## config.mk

```make
export PLATFORM = sky130hd
export DESIGN_NAME = icache_refill_ctrl
export DESIGN_NICKNAME = d
export VERILOG_FILES = /design/src/rtl/icache_refill_ctrl_pkg.sv /design/src/rtl/icache_refill_ctrl_line_buf.sv /design/src/rtl/icache_refill_ctrl.sv
export SDC_FILE = /design/constraint.sdc
export NUM_CORES = 1
export LEC_CHECK = 0
export ABC_CLOCK_PERIOD_IN_PS = 3850
export BUFFER_PORTS_ARGS = -buffer_cell sky130_fd_sc_hd__buf_2
export CAP_MARGIN = 20
export CORE_AREA = 3 3 264 266
export CTS_CLUSTER_SIZE = 40
export DETAILED_ROUTE_END_ITERATION = 8
export DIE_AREA = 0 0 267 269
export PLACE_DENSITY = 0.66
export SKIP_CTS_REPAIR_TIMING = 1
export SLEW_MARGIN = 10
export SYNTH_ARGS = -nofsm -noshare
export SYNTH_HDL_FRONTEND = slang
export SYNTH_SLANG_ARGS = --single-unit
```

## constraint.sdc

```tcl
create_clock -name clk -period 3.85 [get_ports clk]
set_input_delay 0.1925 -clock clk [delete_from_list [all_inputs] [get_ports clk]]
set_output_delay 0.1925 -clock clk [all_outputs]
set_load 0.005 [all_outputs]
```

## src/rtl/icache_refill_ctrl_pkg.sv

```systemverilog
// Shared CPU defines for the I-cache refill path: line geometry, FSM states, address helpers.
package icache_refill_ctrl_pkg;

  localparam int LINE_WORDS = 16;
  localparam int OFFSET_W   = 6;
  localparam int INDEX_W    = 7;
  localparam int TAG_W      = 32 - OFFSET_W - INDEX_W;
  localparam int WORD_W     = $clog2(LINE_WORDS);
  localparam int LINE_BITS  = LINE_WORDS * 32;

  typedef enum logic [2:0] {
    ST_IDLE = 3'd0,
    ST_AR   = 3'd1,
    ST_R    = 3'd2,
    ST_FILL = 3'd3,
    ST_DONE = 3'd4
  } state_e;

  function automatic logic [WORD_W-1:0] word_sel(input logic [31:0] addr);
    return addr[OFFSET_W-1:2];
  endfunction

  function automatic logic [31:0] line_base(input logic [31:0] addr);
    return {addr[31:OFFSET_W], {OFFSET_W{1'b0}}};
  endfunction

endpackage

```

## src/rtl/icache_refill_ctrl_line_buf.sv

```systemverilog
// Refill line buffer: LINE_WORDS x 32 registers, one write port, one word read, full-line read.
module icache_line_buf
  import icache_refill_ctrl_pkg::*;
(
  input  logic                  clk,
  input  logic                  we_i,
  input  logic [WORD_W-1:0]     waddr_i,
  input  logic [31:0]           wdata_i,
  input  logic [WORD_W-1:0]     raddr_i,
  output logic [31:0]           rdata_o,
  output logic [LINE_BITS-1:0]  line_o
);

  logic [31:0] mem_q [LINE_WORDS];

  always_ff @(posedge clk) begin
    if (we_i) begin
      mem_q[waddr_i] <= wdata_i;
    end
  end

  assign rdata_o = mem_q[raddr_i];

  always_comb begin
    line_o = {LINE_BITS{1'b0}};
    for (int i = 0; i < LINE_WORDS; i++) begin
      line_o[i*32 +: 32] = mem_q[i];
    end
  end

endmodule

```

## src/rtl/icache_refill_ctrl.sv

```systemverilog
// I-cache miss/refill engine: one AXI read per miss, line refill for cached misses.
// Optional macro ICACHE_CRITICAL_WORD_EN returns the requested word as soon as its beat arrives.
module icache_refill_ctrl
  import icache_refill_ctrl_pkg::*;
(
  input  logic                  clk,
  input  logic                  rst,
  input  logic                  miss_req,
  input  logic [31:0]           miss_addr,
  input  logic                  miss_uncached,
  input  logic                  flush,
  output logic                  resp_valid,
  output logic [31:0]           resp_word,
  output logic                  busy,
  output logic                  refill_we,
  output logic [INDEX_W-1:0]    refill_index,
  output logic [TAG_W-1:0]      refill_tag,
  output logic [LINE_BITS-1:0]  refill_line,
  output logic                  cache_ena,
  output logic                  inst_ren,
  output logic [31:0]           inst_araddr,
  output logic                  inst_arvalid,
  input  logic                  inst_arready,
  input  logic [31:0]           inst_rdata,
  input  logic                  inst_rvalid,
  input  logic                  inst_rlast
);

  state_e              state_q;
  logic [31:0]         addr_q;
  logic                uncached_q;
  logic                cancel_q;
  logic [WORD_W-1:0]   cnt_q;
  logic                resp_valid_q;
  logic [31:0]         resp_word_q;
  logic                busy_q;
  logic                refill_we_q;
  logic                cache_ena_q;
  logic                inst_ren_q;
  logic                inst_arvalid_q;
  logic [31:0]         inst_araddr_q;

  logic                beat_s;
  logic                cancel_s;
  logic [WORD_W-1:0]   rd_idx_s;
  logic [31:0]         rd_word_s;
  logic [LINE_BITS-1:0] line_s;

  assign beat_s   = (state_q == ST_R) && inst_rvalid;
  // A flush in the same cycle as the deciding edge must already count as cancelled.
  assign cancel_s = cancel_q || flush;
  assign rd_idx_s = uncached_q ? {WORD_W{1'b0}} : word_sel(addr_q);

  icache_line_buf u_line_buf (
    .clk     (clk),
    .we_i    (beat_s),
    .waddr_i (cnt_q),
    .wdata_i (inst_rdata),
    .raddr_i (rd_idx_s),
    .rdata_o (rd_word_s),
    .line_o  (line_s)
  );

  always_ff @(posedge clk) begin
    if (rst) begin
      state_q        <= ST_IDLE;
      addr_q         <= 32'd0;
      uncached_q     <= 1'b0;
      cancel_q       <= 1'b0;
      cnt_q          <= {WORD_W{1'b0}};
      resp_valid_q   <= 1'b0;
      resp_word_q    <= 32'd0;
      busy_q         <= 1'b0;
      refill_we_q    <= 1'b0;
      cache_ena_q    <= 1'b0;
      inst_ren_q     <= 1'b0;
      inst_arvalid_q <= 1'b0;
      inst_araddr_q  <= 32'd0;
    end else begin
      resp_valid_q <= 1'b0;
      refill_we_q  <= 1'b0;
      if (flush && (state_q != ST_IDLE)) begin
        cancel_q <= 1'b1;
      end
      case (state_q)
        ST_IDLE: begin
          if (miss_req) begin
            state_q        <= ST_AR;
            addr_q         <= miss_addr;
            uncached_q     <= miss_uncached;
            cancel_q       <= 1'b0;
            busy_q         <= 1'b1;
            inst_ren_q     <= 1'b1;
            inst_arvalid_q <= 1'b1;
            cache_ena_q    <= !miss_uncached;
            inst_araddr_q  <= miss_uncached ? miss_addr : line_base(miss_addr);
          end
        end
        ST_AR: begin
          if (inst_arready) begin
            state_q        <= ST_R;
            inst_arvalid_q <= 1'b0;
            cnt_q          <= {WORD_W{1'b0}};
          end
        end
        ST_R: begin
          if (inst_rvalid) begin
            cnt_q <= cnt_q + {{(WORD_W-1){1'b0}}, 1'b1};
            if (inst_rlast) begin
              inst_ren_q  <= 1'b0;
              cache_ena_q <= 1'b0;
              if (uncached_q) begin
                state_q      <= ST_DONE;
                resp_valid_q <= !cancel_s;
                // The single beat is written at this same edge, so bypass the buffer.
                resp_word_q  <= (cnt_q == {WORD_W{1'b0}}) ? inst_rdata : rd_word_s;
              end else begin
                state_q     <= ST_FILL;
                refill_we_q <= !cancel_s;
              end
            end
          end
        end
        ST_FILL: begin
          state_q <= ST_DONE;
`ifdef ICACHE_CRITICAL_WORD_EN
          resp_valid_q <= 1'b0;
`else
          resp_valid_q <= !cancel_s;
          resp_word_q  <= rd_word_s;
`endif
        end
        ST_DONE: begin
          state_q <= ST_IDLE;
          busy_q  <= 1'b0;
        end
        default: begin
          state_q <= ST_IDLE;
          busy_q  <= 1'b0;
        end
      endcase
    end
  end

`ifdef ICACHE_CRITICAL_WORD_EN
  logic crit_hit_s;
  assign crit_hit_s = beat_s && !uncached_q && (cnt_q == word_sel(addr_q)) && !cancel_s;
  assign resp_valid = resp_valid_q || crit_hit_s;
  assign resp_word  = crit_hit_s ? inst_rdata : resp_word_q;
`else
  assign resp_valid = resp_valid_q;
  assign resp_word  = resp_word_q;
`endif

  assign busy         = busy_q;
  assign refill_we    = refill_we_q;
  assign refill_index = addr_q[OFFSET_W+INDEX_W-1:OFFSET_W];
  assign refill_tag   = addr_q[31:OFFSET_W+INDEX_W];
  assign refill_line  = refill_we_q ? line_s : {LINE_BITS{1'b0}};
  assign cache_ena    = cache_ena_q;
  assign inst_ren     = inst_ren_q;
  assign inst_araddr  = inst_araddr_q;
  assign inst_arvalid = inst_arvalid_q;

endmodule
```

==> results of run 1 <==
-- cell families (layout without fill, tap and decap cells) --
| logic type | after synthesis | in the layout | share of synthesized area |
|---|---|---|---|
| flip-flops | 595 | 595 | 0.616 |
| XOR/XNOR | 2 | 2 | 0.000634 |
| buffers and inverters | 227 | 909 | 0.0465 |
| AO/OA/AOI/OAI | 342 | 342 | 0.0909 |
| AND/OR/NAND/NOR | 752 | 752 | 0.153 |
| adder cells (fa/ha/maj) | 4 | 4 | 0.00181 |
| multiplexers | 192 | 192 | 0.0912 |
| other | 0 | 1 | 0 |
-- power breakdown --
| part | internal (W) | switching (W) |
|---|---|---|
| Combinational | 0.000670 | 0.00109 |
| Sequential | 0.00709 | 0.000119 |
| Clock | 0.00355 | 0.00252 |
| Total | 0.0113 | 0.00373 |
-- cell type report --
class	count	area, µm²
fillers	5841	33000
flip-flops and latches	595	17100
multi-input cells	1292	9460
repair buffers	790	4640
clock buffers	85	1740
well taps	873	1090
clock inverters	30	313
inverters	4	15.0
diodes	1	2.50
-- cells in the final DEF (no fill, tap or decap), types with 34 or more instances in the layout --
cell type / instances
sky130_fd_sc_hd__edfxtp_1: 512
sky130_fd_sc_hd__dlygate4sd3_1: 69
sky130_fd_sc_hd__a211oi_1: 34
sky130_fd_sc_hd__mux2_2: 153
sky130_fd_sc_hd__dfxtp_1: 77
sky130_fd_sc_hd__buf_2: 678
sky130_fd_sc_hd__clkbuf_16: 63
sky130_fd_sc_hd__a21oi_1: 43
sky130_fd_sc_hd__nand2_1: 141
sky130_fd_sc_hd__nor2_1: 45
sky130_fd_sc_hd__and2_1: 513
sky130_fd_sc_hd__o21ai_0: 87
sky130_fd_sc_hd__o22ai_1: 64
-- critical path, stage by stage, from the launching register on --
cell	delay (ns)
sky130_fd_sc_hd__dfxtp_4	0.92
sky130_fd_sc_hd__buf_4	0.48
sky130_fd_sc_hd__and2_1	0.29
sky130_fd_sc_hd__buf_2	0.15
-- routing by layer --
metal | vias to the layer above | part of all wire | GRT usage | wire [µm]
met5 | - | 0.00013 | 0 | 13
met4 | 2 | 0.042 | 0.101 | 4120
met3 | 227 | 0.081 | 0.0482 | 8000
met2 | 1105 | 0.49 | 0.439 | 47900
met1 | 10300 | 0.39 | 0.332 | 38200
li1 | 8926 | - | - | -
-- per-stage QoR --
step,setup WS [ns],util,hold WS (ns)
2_1_floorplan,0.0841,-,0.271
3_3_place_gp,1.07,0.469,0.415
3_5_place_dp,1.03,0.469,0.414
4_1_cts,1.01,0.499,-0.247
5_1_grt,0.962,0.510,0.00274
6_report,1.10,0.510,0.0144
-- state kept, by name (all words and copies together) (netlist names) --
| name | cells |
|---|---|
| state_q | 3 |
| inst_arvalid | 1 |
| cnt_q | 4 |
| resp_word | 32 |
| refill_we | 1 |
| u_line_buf.mem_q | 512 |
| inst_araddr | 7 |
| cache_ena | 1 |
| cancel_q | 1 |
| uncached_q | 1 |
| busy | 1 |
| resp_valid | 1 |
| inst_ren | 1 |
| addr_q | 29 |
-- worst max-delay path by stage --
stage / slack [ns] / cells past startpoint / end
after floorplan: 0.08 / 5 / u_line_buf.mem_q[2][0]
after global placement: 1.07 / 5 / resp_word[23]
after detailed placement: 1.03 / 5 / resp_word[24]
after CTS: 1.01 / 5 / resp_word[24]
after global routing: 0.96 / 3 / refill_line[290]
final: 1.10 / 3 / refill_line[290]
==> run summary, run 1 <==
CTS
--------------------------------------------------------------------------------------------------------
Worst-skew pair later-pin latency                                                                0.63 ns
Clock sink count                                                                                     595
Number of levels in the clock H-tree                                                                   2
Total CTS buffers                                                                                     61
Root buffer cell                                                                            sky130_fd_sc_hd__clkbuf_16
Maximum clock insertion buffer count                                                                   3
Post-CTS clock slew at the launch and capture registers of the worst setup and hold paths        0.06 ns
CTS tree                                                                                             yes

YOSYS
--------------------------------------------------------------------------------------------------------
Gate Count Post-Synth                                                                              2,114
Top-count cell post-synth                                                                   sky130_fd_sc_hd__and2_1
Leading cell types by count after synthesis                                                 sky130_fd_sc_hd__and2_1, sky130_fd_sc_hd__edfxtp_1, sky130_fd_sc_hd__mux2_2
Nets in the synthesized netlist                                                                    2,190
Fraction of registers with async set/reset                                                             0
Cell area after synthesis                                                                     0.0276 mm²
Largest area contributor in the netlist                                                     sky130_fd_sc_hd__edfxtp_1
Synth top area cells                                                                        sky130_fd_sc_hd__edfxtp_1, sky130_fd_sc_hd__and2_1, sky130_fd_sc_hd__mux2_2
Mean Syn Cell Area                                                                              13.1 µm²
Area share of the largest cell type after synthesis                                                0.556
Count of flip-flops with a built-in enable after synthesis                                           512
Number of warning messages in the yosys log                                                            0
Top FF cell, synth                                                                          sky130_fd_sc_hd__edfxtp_1
Post-synthesis sequential area ratio                                                               0.616
Number of distinct library cells after synthesis                                                      48
Seq cells post-synth                                                                                 595

DRT
--------------------------------------------------------------------------------------------------------
Remaining design rule violation count                                                                  0
Via density per instance                                                                            5.60
Vias after detailed routing                                                                        20.5k
First-iteration detailed-routing DRC count                                                         1,918
DRT antenna net count                                                                                  0
Routed len/inst                                                                                  26.8 µm
First-pass iteration count of the detailed router                                                      7
Final wirelength                                                                               98,200 µm

GLOBAL ROUTE
--------------------------------------------------------------------------------------------------------
Overall fraction of global-route tracks in use                                                     0.259
Grt total ovfl                                                                                         0
Pin count of the biggest net entering global routing                                                 102
Global-route wire length before repair                                                        136,000 µm
Initial antenna violation count                                                                        3
Number of global-route vias before repair                                                          20.1k

SETUP PATH
--------------------------------------------------------------------------------------------------------
Launching element type of the critical path                                                     register
Reg2Reg Capture Point                                                                       resp_word[0]
Worst reg-to-reg setup slack                                                                     1.12 ns
Data required, critical path                                                                     3.66 ns
Worst R2R Start                                                                                addr_q[2]
Data arrival at the endpoint of the critical path                                                2.56 ns
FF-to-FF path depth                                                                                    5
Critical Path Fanout Max                                                                              81
CP startpoint                                                                                  refill_we
Crit path capture type                                                                      primary output
Critical path class                                                                           reg -> out

STA
--------------------------------------------------------------------------------------------------------
Final clock skew                                                                               0.0154 ns
Sum of negative setup slack                                                                         0 ns
Final Setup Violations                                                                                 0
Total count of hold-check failures in the final report                                                 0
Unrepaired setup endpoints after global routing                                                    false
Shortest period the worst path allows                                                            2.75 ns
Final critical-path share of the clock period                                                      0.714
Measured slew at the worst slew-check pin                                                        1.16 ns
Worst slew margin                                                                                  0.228
Final Slew Violations                                                                                  0
Highest Clock Rate                                                                             0.364 GHz

PLACED DESIGN
--------------------------------------------------------------------------------------------------------
Final HPWL from detailed placement                                                             66,100 µm
Number of buffers inserted by port buffering                                                         679
Routability congestion estimate                                                                    0.867
Placed instance area                                                                          0.0315 mm²
Placed cell count                                                                                  3,484

RUN STATUS
--------------------------------------------------------------------------------------------------------
Outcome                                                                                     finished, final reports clean

FLOORPLANNING
--------------------------------------------------------------------------------------------------------
Chip Width                                                                                        267 µm
Core footprint                                                                                0.0673 mm²
Top Ports                                                                                            680
Height of the die                                                                                 269 µm
Num rows                                                                                              95
Die area                                                                                      0.0718 mm²
Starting density of the core                                                                       0.411

FINISH
--------------------------------------------------------------------------------------------------------
Post-route cell area                                                                          0.0343 mm²
Final nets                                                                                         2,820
Final Non-Filler Cells                                                                             3,670
Area growth, synth to finish                                                                       24.1%
Share of post-route cells with drive strength above 1                                              0.381

MIN PATH
--------------------------------------------------------------------------------------------------------
Worst-case hold path end point                                                              u_line_buf.mem_q[14][6]
Min-Delay Path Class                                                                           in -> reg
Critical hold path startpoint                                                               inst_rdata[6]
Number of cells on the worst hold path                                                                 1

POWER AND IR DROP
--------------------------------------------------------------------------------------------------------
Cell area power density                                                                       438 mW/mm²
Maximum vdd ir drop                                                                             0.342 mV
Overall power after layout                                                                      0.0150 W
Leakage power                                                                                    13.7 nW

FLOW RUN
--------------------------------------------------------------------------------------------------------
Maximum capacitance violations                                                                         0

No activity file was read; power rests on OpenSTA's default activity.
==> run 2, diff against run 1 <==
--- a/config.mk
+++ b/config.mk
@@ -5,14 +5,13 @@
 export SDC_FILE = /design/constraint.sdc
 export NUM_CORES = 1
 export LEC_CHECK = 0
-export ABC_CLOCK_PERIOD_IN_PS = 3850
+export ABC_CLOCK_PERIOD_IN_PS = 2650
 export BUFFER_PORTS_ARGS = -buffer_cell sky130_fd_sc_hd__buf_2
 export CAP_MARGIN = 20
-export CORE_AREA = 3 3 264 266
+export CORE_AREA = 3 3 267 269
 export CTS_CLUSTER_SIZE = 40
 export DETAILED_ROUTE_END_ITERATION = 8
-export DIE_AREA = 0 0 267 269
-export PLACE_DENSITY = 0.66
+export DIE_AREA = 0 0 270 272
 export SKIP_CTS_REPAIR_TIMING = 1
 export SLEW_MARGIN = 10
 export SYNTH_ARGS = -nofsm -noshare
==> constraint.sdc (replaced) <==
create_clock -name clk -period 2.65 [get_ports clk]
set_input_delay 0.1325 -clock clk [delete_from_list [all_inputs] [get_ports clk]]
set_output_delay 0.1325 -clock clk [all_outputs]
set_load 0.005 [all_outputs]
==> run summary, run 2 (synthesis gave the netlist of run 1 again) <==
FINISH
--------------------------------------------------------------------------------------------------------
Ant diodes                                                                                             0   -1
Fillcell total                                                                                     5,996   +2.7%
Final nets                                                                                         2,867   +1.7%
Commonest cells after routing, fill and taps aside                                          sky130_fd_sc_hd__buf_2, sky130_fd_sc_hd__and2_1, sky130_fd_sc_hd__edfxtp_1, sky130_fd_sc_hd__mux2_2, sky130_fd_sc_hd__nand2_1
Area growth, synth to finish                                                                       25.8%
Final design utilization                                                                           0.505   -0.00488
Commonest non-fill, non-tap cell in the layout                                              sky130_fd_sc_hd__buf_2
Most flop-heavy register                                                                    u_line_buf.mem_q
Share of post-route cells with drive strength above 1                                              0.388   +0.00742
Post-route cell area                                                                          0.0348 mm²   +1.3%
Number of flip-flops in the largest register                                                         512   unchanged

CTS
--------------------------------------------------------------------------------------------------------
Clock sink count                                                                                     595   unchanged
Total CTS buffers                                                                                     66   +8.2%
Maximum clock insertion buffer count                                                                   3   unchanged
Worst-skew pair later-pin latency                                                                0.59 ns   -0.04 ns
Root buffer cell                                                                            sky130_fd_sc_hd__clkbuf_16
CTS tree                                                                                             yes
Number of levels in the clock H-tree                                                                   3   +1
Post-CTS clock slew at the launch and capture registers of the worst setup and hold paths        0.06 ns   about the same

FLOORPLANNING
--------------------------------------------------------------------------------------------------------
Height of the die                                                                                 272 µm   +1.1%
Num rows                                                                                              96   +1.1%
Core footprint                                                                                0.0688 mm²   +2.3%
Top Ports                                                                                            680   unchanged
Chip Width                                                                                        270 µm   +1.1%
Die area                                                                                      0.0734 mm²   +2.3%
Starting density of the core                                                                       0.402   -0.00925

GLOBAL ROUTE
--------------------------------------------------------------------------------------------------------
Grt total ovfl                                                                                         0   unchanged
Global-route wire length before repair                                                        141,000 µm   +3.8%
Initial antenna violation count                                                                        2   -1
Number of global-route vias before repair                                                          20.7k   +3.1%
Pin count of the biggest net entering global routing                                                 135   +32%
Overall fraction of global-route tracks in use                                                     0.259   -0.000312

MIN PATH
--------------------------------------------------------------------------------------------------------
Min-Delay Path Class                                                                           in -> reg

DRT
--------------------------------------------------------------------------------------------------------
First-iteration detailed-routing DRC count                                                         1,896   -1.1%
Remaining design rule violation count                                                                  0   unchanged
Final wirelength                                                                               99,100 µm   +0.82%
Routed len/inst                                                                                  26.2 µm   -2.0%
Vias after detailed routing                                                                        20.5k   -0.31%
First-pass iteration count of the detailed router                                                      5   -2
Via density per instance                                                                            5.42   -3.1%
DRT antenna net count                                                                                  0   unchanged

PLACED DESIGN
--------------------------------------------------------------------------------------------------------
Final HPWL from detailed placement                                                             70,200 µm   +6.2%
Number of buffers inserted by port buffering                                                         679   unchanged
Routability congestion estimate                                                                    0.885   +2.1%
DP Worst Slack                                                                                  0.312 ns   -0.716 ns
Placed instance area                                                                          0.0319 mm²   +1.1%

POWER AND IR DROP
--------------------------------------------------------------------------------------------------------
Leakage power                                                                                    13.9 nW   +1.8%
Cell area power density                                                                       638 mW/mm²   +45%
Maximum vdd ir drop                                                                             0.393 mV   +15%

STA
--------------------------------------------------------------------------------------------------------
Shortest period the worst path allows                                                            2.36 ns
Final Setup Violations                                                                                 0   unchanged
Highest Clock Rate                                                                             0.424 GHz
Unrepaired setup endpoints after global routing                                                    false
Total count of hold-check failures in the final report                                                 0   unchanged
Final critical-path share of the clock period                                                      0.890
Worst slew margin                                                                                  0.359   +0.131
Measured slew at the worst slew-check pin                                                       0.962 ns   -0.196 ns
Final clock skew                                                                               0.0282 ns   +0.0128 ns
Final worst setup slack                                                                         0.293 ns   -0.810 ns
Final Slew Violations                                                                                  0   unchanged

SETUP PATH
--------------------------------------------------------------------------------------------------------
Critical Path Fanout Max                                                                              33   -59%
Crit path capture type                                                                          register
Critical path class                                                                           reg -> reg
Data required, critical path                                                                     3.14 ns   -0.52 ns
Data arrival at the endpoint of the critical path                                                2.85 ns   +0.29 ns
Launching element type of the critical path                                                     register

FLOW RUN
--------------------------------------------------------------------------------------------------------
Maximum capacitance violations                                                                         0   unchanged

RUN STATUS
--------------------------------------------------------------------------------------------------------
Outcome                                                                                     finished, final reports clean

==> run 2: changes by cell type in the layout (fill, tap and decap cells not counted), sizes merged <==
cell / delta
clkbuf: +17
clkinvlp: -2
dlygate4sd3: +5
inv: -4
buf: +37
bufinv: -3
diode: -1
clkinv: -3
==> run 2: area by class of cell <==
cell class                 instances  area (µm²)  share of cell area
clock buffer                     102        1960              0.0564
inverter                           4        15.0            0.000432
sequential                       595       17100               0.490
clock inverter                    18         173             0.00497
tap                              931        1160              0.0335
multi-input combinational       1292        9480               0.273
timing repair buffer             832        4920               0.142
==> run 2: metrics by stage <==
step	cells	hold slack [ns]	total power (W)	TNS, ns
floorplan	2114	0.211	0.0123	-115.22
finish	3774	0.0135	0.0222	0
global route	3774	0.00304	0.0229	0
detailed placement	3580	0.368	0.0132	0
CTS	3700	-0.257	0.0222	0
global placement	3580	0.374	0.0132	0
==> run 2: path summary, 6_finish.rpt <==
kind | startpoint | endpoint | slack, ns | cells after the start
min reg2reg | inst_araddr[0] | inst_araddr[0] | 0.45 | 2
max | state_q[2] | resp_word[8] | 0.29 | 5
min | inst_rvalid | state_q[1] | 0.01 | 4
max reg2reg | state_q[2] | resp_word[8] | 0.29 | 5
==> run 2: critical path: stages, from the launching register on <==
cell and delay [ns]:
sky130_fd_sc_hd__dfxtp_1 0.50, sky130_fd_sc_hd__nand2b_1 0.28, sky130_fd_sc_hd__or2_2 0.80, sky130_fd_sc_hd__nand2_1 0.23
sky130_fd_sc_hd__o311a_1 0.20, sky130_fd_sc_hd__a221oi_2 0.25
==> run 2: report_power, final <==
part	internal (W)	total, W	leakage (nW)	switching (W)
Clock	0.00539	0.00906	1.05	0.00367
Sequential	0.0103	0.0104	5.28	0.000141
Combinational	0.00105	0.00267	7.60	0.00162
==> run 2: routing by layer <==
layer,GRT usage,share of wire,routed length [µm]
met1,0.328,0.39,38900
met2,0.451,0.50,49500
met3,0.0432,0.075,7460
met4,0.0849,0.032,3170
met5,0,0.00012,12
